## config.mk

```make
export PLATFORM = sky130hd
export DESIGN_NAME = rnn_gain_apply
export DESIGN_NICKNAME = d
export VERILOG_FILES = /design/src/rtl/rnn_gain_apply.sv
export SDC_FILE = /design/constraint.sdc
export NUM_CORES = 2
export LEC_CHECK = 0
export CAP_MARGIN = 20
export CORE_MARGIN = 1
export CORE_UTILIZATION = 55
export CTS_BUF_LIST = sky130_fd_sc_hd__clkbuf_4
export CTS_CLUSTER_SIZE = 10
export DETAILED_ROUTE_END_ITERATION = 6
export GPL_TIMING_DRIVEN = 0
export PLACE_DENSITY = 0.77
export SETUP_SLACK_MARGIN = 0.5
export SLEW_MARGIN = 10
export SYNTH_ARGS = -nofsm -noshare
export SYNTH_HDL_FRONTEND = slang
export SYNTH_SLANG_ARGS = --single-unit
```

## constraint.sdc

```tcl
create_clock -name clk -period 12.85 [get_ports clk]
set_clock_uncertainty 0.1 [all_clocks]
set_input_delay 1.9275 -clock clk [delete_from_list [all_inputs] [get_ports clk]]
set_output_delay 1.9275 -clock clk [all_outputs]
set_load 0.03 [all_outputs]
```

## src/rtl/rnn_gain_apply.sv

```systemverilog
// Per-band RNN gain applied to one frame of complex spectrum bins.
// Optional macro RNN_GAIN_FLOOR_EN: stored gains are raised to GAIN_FLOOR.
module rnn_gain_apply #(
  parameter int          NB_BANDS      = 22,
  parameter int          BINS_PER_BAND = 8,
  parameter logic [15:0] GAIN_FLOOR    = 16'd328
) (
  input  logic        clk,
  input  logic        rst_n,
  input  logic        gain_valid,
  output logic        gain_ready,
  input  logic [15:0] gain_data,
  input  logic        bin_in_valid,
  output logic        bin_in_ready,
  input  logic [15:0] bin_in_re,
  input  logic [15:0] bin_in_im,
  output logic        bin_out_valid,
  input  logic        bin_out_ready,
  output logic [15:0] bin_out_re,
  output logic [15:0] bin_out_im,
  output logic        frame_done
);

  localparam int FRAME = NB_BANDS * BINS_PER_BAND;
  localparam int BW = (NB_BANDS > 1) ? $clog2(NB_BANDS) : 1;
  localparam int LW = (BINS_PER_BAND > 1) ? $clog2(BINS_PER_BAND) : 1;
  localparam int CW = (FRAME > 1) ? $clog2(FRAME) : 1;

`ifdef RNN_GAIN_FLOOR_EN
  localparam bit FLOOR_EN = 1'b1;
`else
  localparam bit FLOOR_EN = 1'b0;
`endif

  typedef enum logic {LOAD, APPLY} state_t;

  state_t      state;
  logic [15:0] gain_buf [NB_BANDS];
  logic [BW-1:0] band_cnt;
  logic [BW-1:0] band_idx;
  logic [LW-1:0] bin_local;
  logic [CW-1:0] bin_cnt;
  logic        in_done;
  logic        out_last;

  logic        gain_fire;
  logic        in_fire;
  logic        out_fire;
  logic        last_bin;
  logic [15:0] g_clamp;
  logic [15:0] g_store;
  logic [15:0] g_sel;
  logic signed [31:0] p_re;
  logic signed [31:0] p_im;

  assign gain_ready = (state == LOAD);
  assign bin_in_ready = (state == APPLY) && !in_done &&
                        (!bin_out_valid || bin_out_ready);

  assign gain_fire = gain_valid && gain_ready;
  assign in_fire   = bin_in_valid && bin_in_ready;
  assign out_fire  = bin_out_valid && bin_out_ready;
  assign last_bin  = (bin_cnt == CW'(FRAME - 1));

  assign g_clamp = gain_data[15] ? 16'h7FFF : gain_data;
  assign g_store = (FLOOR_EN && (g_clamp < GAIN_FLOOR)) ?
                   GAIN_FLOOR : g_clamp;

  assign g_sel = gain_buf[band_idx];

  // gain is at most 0x7FFF, so the product never overflows 32 bits
  assign p_re = $signed({{16{bin_in_re[15]}}, bin_in_re}) *
                $signed({16'h0000, g_sel});
  assign p_im = $signed({{16{bin_in_im[15]}}, bin_in_im}) *
                $signed({16'h0000, g_sel});

  always_ff @(posedge clk or negedge rst_n) begin
    if (!rst_n) begin
      state         <= LOAD;
      band_cnt      <= '0;
      band_idx      <= '0;
      bin_local     <= '0;
      bin_cnt       <= '0;
      in_done       <= 1'b0;
      out_last      <= 1'b0;
      bin_out_valid <= 1'b0;
      bin_out_re    <= '0;
      bin_out_im    <= '0;
      frame_done    <= 1'b0;
      for (int i = 0; i < NB_BANDS; i++) begin
        gain_buf[i] <= '0;
      end
    end else begin
      frame_done <= 1'b0;
      if (out_fire) begin
        bin_out_valid <= 1'b0;
      end
      if (in_fire) begin
        bin_out_valid <= 1'b1;
        bin_out_re    <= 16'(p_re >>> 15);
        bin_out_im    <= 16'(p_im >>> 15);
        out_last      <= last_bin;
        if (last_bin) begin
          in_done   <= 1'b1;
          bin_cnt   <= '0;
          band_idx  <= '0;
          bin_local <= '0;
        end else begin
          bin_cnt <= bin_cnt + 1'b1;
          if (bin_local == LW'(BINS_PER_BAND - 1)) begin
            bin_local <= '0;
            band_idx  <= band_idx + 1'b1;
          end else begin
            bin_local <= bin_local + 1'b1;
          end
        end
      end
      unique case (state)
        LOAD: begin
          if (gain_fire) begin
            gain_buf[band_cnt] <= g_store;
            if (band_cnt == BW'(NB_BANDS - 1)) begin
              band_cnt <= '0;
              state    <= APPLY;
            end else begin
              band_cnt <= band_cnt + 1'b1;
            end
          end
        end
        APPLY: begin
          if (out_fire && out_last) begin
            state      <= LOAD;
            frame_done <= 1'b1;
            in_done    <= 1'b0;
            out_last   <= 1'b0;
          end
        end
        default: state <= LOAD;
      endcase
    end
  end

endmodule

```

==> results_dict.tcl <==
set metrics [dict create \
    failed_checks "DRC" \
    regArea_mm2 0.00971 \
    die_x_um 247 \
    async_reset_ff_frac 1.00 \
    p_sw_mw 4.78 \
    fp.dieH_um 247 \
    multiInputGateArea_mm2 0.0206 \
    cts_tree "yes" \
    drc_errors 7 \
    hpwl_um 72400 \
    nets 4313 \
    grt-ovfl-total 0 \
    critPathRequiredTime_ns 13.45 \
    grt_pass1_vias 27100 \
    finalCritPeriodShare 0.781 \
    drive_above_1_share 0.0800 \
    viasPerCell 5.86 \
    h-tree-depth 3 \
    grt_pass1_wl_um 149000 \
    syn2layout_area_growth_pct 9.64 \
    core_area_mm2 0.0592 \
    cts-resized-gates 0 \
    p_seq_frac 0.211 \
    hold_path_class "flip-flop to flip-flop" \
    critPathMaxFanout 10 \
    drt-total-wl_um 95500 \
    cts_buffers 96 \
    slew_headroom 0.319 \
    max_stage_delay_ns 0.80 \
    drv_cap 0 \
    grt_antenna_before_repair 3 \
    io_pins 89 \
    cts_setup_buffers 0 \
    swShare 0.487 \
    syn_avg_cell_area_um2 9.53 \
    yosys.cell_types.count 83 \
    crit_top_cell "fa_1" \
    syn-instance-count 3478 \
    clk_latency_ns 0.86 \
    syn_nets 4123 \
    slowest_stage "clkbuf_1" \
    cts_buffer_depth 3 \
    finalWeightedCongestion 0.979 \
    cts.clk_slew.worst_paths_ns 0.07 \
    die_area_mm2 0.0612 \
    cp-end-kind "flip-flop" \
    maxSlewViolCount 0 \
    detail_route.wl_per_cell_um 21.2 \
    grt_max_degree 105 \
    dpl_cell_area_mm2 0.0351 \
    hold_slack_ns 0.376 \
    setup-violations-final 0 \
    cts_sinks 388 \
    ys.flop_type "dfrtp_1" \
    outcome "finished, violations left" \
    path_class "flip-flop to flip-flop" \
    drt-initial-drc-count 2551 \
    final_util 0.613 \
    post-place-cells 4343 \
    synth_warnings 0 \
    fmax_mhz 99.6 \
    hold_viol 0 \
    design_area_mm2 0.0363 \
    initial_core_util 0.559 \
    pwr-share-clk 0.107 \
    ys_seq_area_frac 0.293 \
    worstMarginPinSlew_ns 1.02 \
    rows 89 \
    crit_arrival_ns 10.64 \
    p_leak_nw 17.5 \
    rsz0062_at_grt "false" \
    netlist_area_mm2 0.0331 \
    final_antenna_net_count 0 \
    ctsHoldBuffers 0 \
    grt.total_usage 0.324 \
    fill_cells 4995 \
    start_kind "flip-flop" \
    drtPass1Iterations 7 \
    fin_crit_ns 10.04 \
    power_density_mw_per_mm2 270 \
    vias 26500 \
    p_comb_frac 0.682 \
    io_buffers 88 \
    final_cells 4513 \
    internal-power_mw 5.04 \
    ys_seq_elements 388 \
    synth_edf_count 0 \
    ir_drop_v 0.000316 \
    cts-root-buf "clkbuf_4" \
]
==> cell families (layout without fill, tap and decap cells) <==
| logic type | count (synthesis) | in the layout | share of synthesized area |
|---|---|---|---|
| multiplexers | 105 | 105 | 0.0620 |
| AO/OA/AOI/OAI | 577 | 577 | 0.101 |
| other | 0 | 2 | 0 |
| buffers and inverters | 708 | 968 | 0.0837 |
| adder cells (fa/ha/maj) | 592 | 592 | 0.305 |
| flip-flops | 388 | 388 | 0.293 |
| AND/OR/NAND/NOR | 1083 | 1083 | 0.149 |
| XOR/XNOR | 25 | 25 | 0.00661 |
==> through the flow <==
step / power, mW / setup WS (ns) / TNS (ns)
2_1_floorplan: 6.89 / 5.16 / 0
3_3_place_gp: 8.52 / -7.22 / -2782.26
3_5_place_dp: 8.72 / 3.18 / 0
4_1_cts: 9.82 / 3.15 / 0
5_1_grt: 10.8 / 2.66 / 0
6_report: 9.82 / 2.81 / 0
==> worst paths after layout <==
check,from,endpoint,slack (ns),cells past startpoint
setup / recovery,band_idx[1],bin_out_re[14],2.81,28
hold / removal,gain_buf[302],gain_buf[302],0.38,2
setup reg to reg,band_idx[1],bin_out_re[14],2.81,28
hold reg to reg,gain_buf[302],gain_buf[302],0.38,2
max in group asynchronous,rst_n,bin_out_valid,10.61,3
min in group asynchronous,rst_n,gain_buf[233],0.85,1
==> metal layers <==
layer / global-route usage / up-vias / wire length (um)
li1: - / 11600 / -
met1: 0.401 / 13100 / 34900
met2: 0.523 / 1378 / 45000
met3: 0.0690 / 336 / 9250
met4: 0.196 / 2 / 6320
met5: 0 / - / 16
==> area by class of cell <==
cell class / count / share of cell area
timing repair buffer: 92 / 0.0274
clock buffer: 137 / 0.0283
clock inverter: 31 / 0.00541
sequential: 388 / 0.267
tap: 773 / 0.0266
inverter: 487 / 0.0503
antenna: 2 / 0.000138
multi-input combinational: 2382 / 0.568
buffer: 221 / 0.0260
==> cells in the mapped netlist (6+ instances only) <==
| library cell | n | area, um2 |
|---|---|---|
| nand2_1 | 566 | 2120 |
| inv_1 | 486 | 1820 |
| dfrtp_1 | 388 | 9710 |
| fa_1 | 358 | 7170 |
| o21ai_0 | 298 | 1490 |
| ha_1 | 234 | 2930 |
| clkbuf_1 | 182 | 683 |
| and2_1 | 169 | 1060 |
| nor2_1 | 159 | 597 |
| a21oi_1 | 151 | 756 |
| mux4_2 | 73 | 1640 |
| nor2b_1 | 64 | 400 |
| nand3_1 | 28 | 140 |
| nand2b_1 | 27 | 169 |
| a21o_1 | 24 | 180 |
| buf_2 | 23 | 115 |
| xnor2_1 | 20 | 175 |
| mux2i_1 | 19 | 190 |
| o31ai_1 | 13 | 97.6 |
| and3_1 | 12 | 75.1 |
| nand4_1 | 12 | 75.1 |
| nor3_1 | 12 | 60.1 |
| a211oi_1 | 10 | 75.1 |
| o22ai_1 | 10 | 62.6 |
| mux2_2 | 8 | 90.1 |
| a22oi_1 | 7 | 52.6 |
| nor3b_1 | 7 | 52.6 |
| o21ai_1 | 7 | 35.0 |
| buf_6 | 6 | 67.6 |
| or2_2 | 6 | 37.5 |
==> critical path: cells and delay by family (launching register included) <==
| family | cells | cell delay, ns |
|---|---|---|
| simple gates | 4 | 0.88 |
| fa+ha+maj | 7 | 3.24 |
| mux | 1 | 0.39 |
| buf+inv | 7 | 2.28 |
| compound gates | 9 | 2.64 |
| flops | 1 | 0.35 |
==> flip-flops by register name (all words and copies together) (netlist names) <==
name           cells
state              1
bin_out_valid      1
bin_out_re        16
bin_local          3
bin_out_im        16
bin_cnt            8
in_done            1
frame_done         1
band_cnt           5
gain_buf         330
band_idx           5
out_last           1
==> power groups by stage <==
stage | clock (mW) | combinational (mW) | sequential, mW
6_report | 1.05 | 6.70 | 2.07
5_1_grt | 1.13 | 7.59 | 2.13
4_1_cts | 1.06 | 6.69 | 2.06
3_5_place_dp | 0 | 6.64 | 2.08
3_3_place_gp | 0 | 6.45 | 2.07
2_1_floorplan | 0 | 4.82 | 2.07
==> cell usage in the layout, fill, tap and decap left out, types with 8 or more instances in the layout <==
master,synthesis,routed
nand4_1,12,12
mux2_2,8,8
nor2b_1,64,64
and2_1,169,169
a211oi_1,10,10
mux2i_1,19,19
o21ai_0,298,298
and3_1,12,12
clkbuf_4,0,137
a21oi_1,151,151
o22ai_1,10,10
nor2_1,159,159
ha_1,234,234
clkdlybuf4s50_1,0,87
a21o_1,24,24
mux4_2,73,73
buf_2,23,23
inv_1,486,486
dfrtp_1,388,388
fa_1,358,358
nor3_1,12,12
nand3_1,28,28
xnor2_1,20,20
nand2_1,566,566
clkbuf_1,182,182
nand2b_1,27,27
o31ai_1,13,13
clkinv_1,1,23
Power figures use the tool's default switching activity.
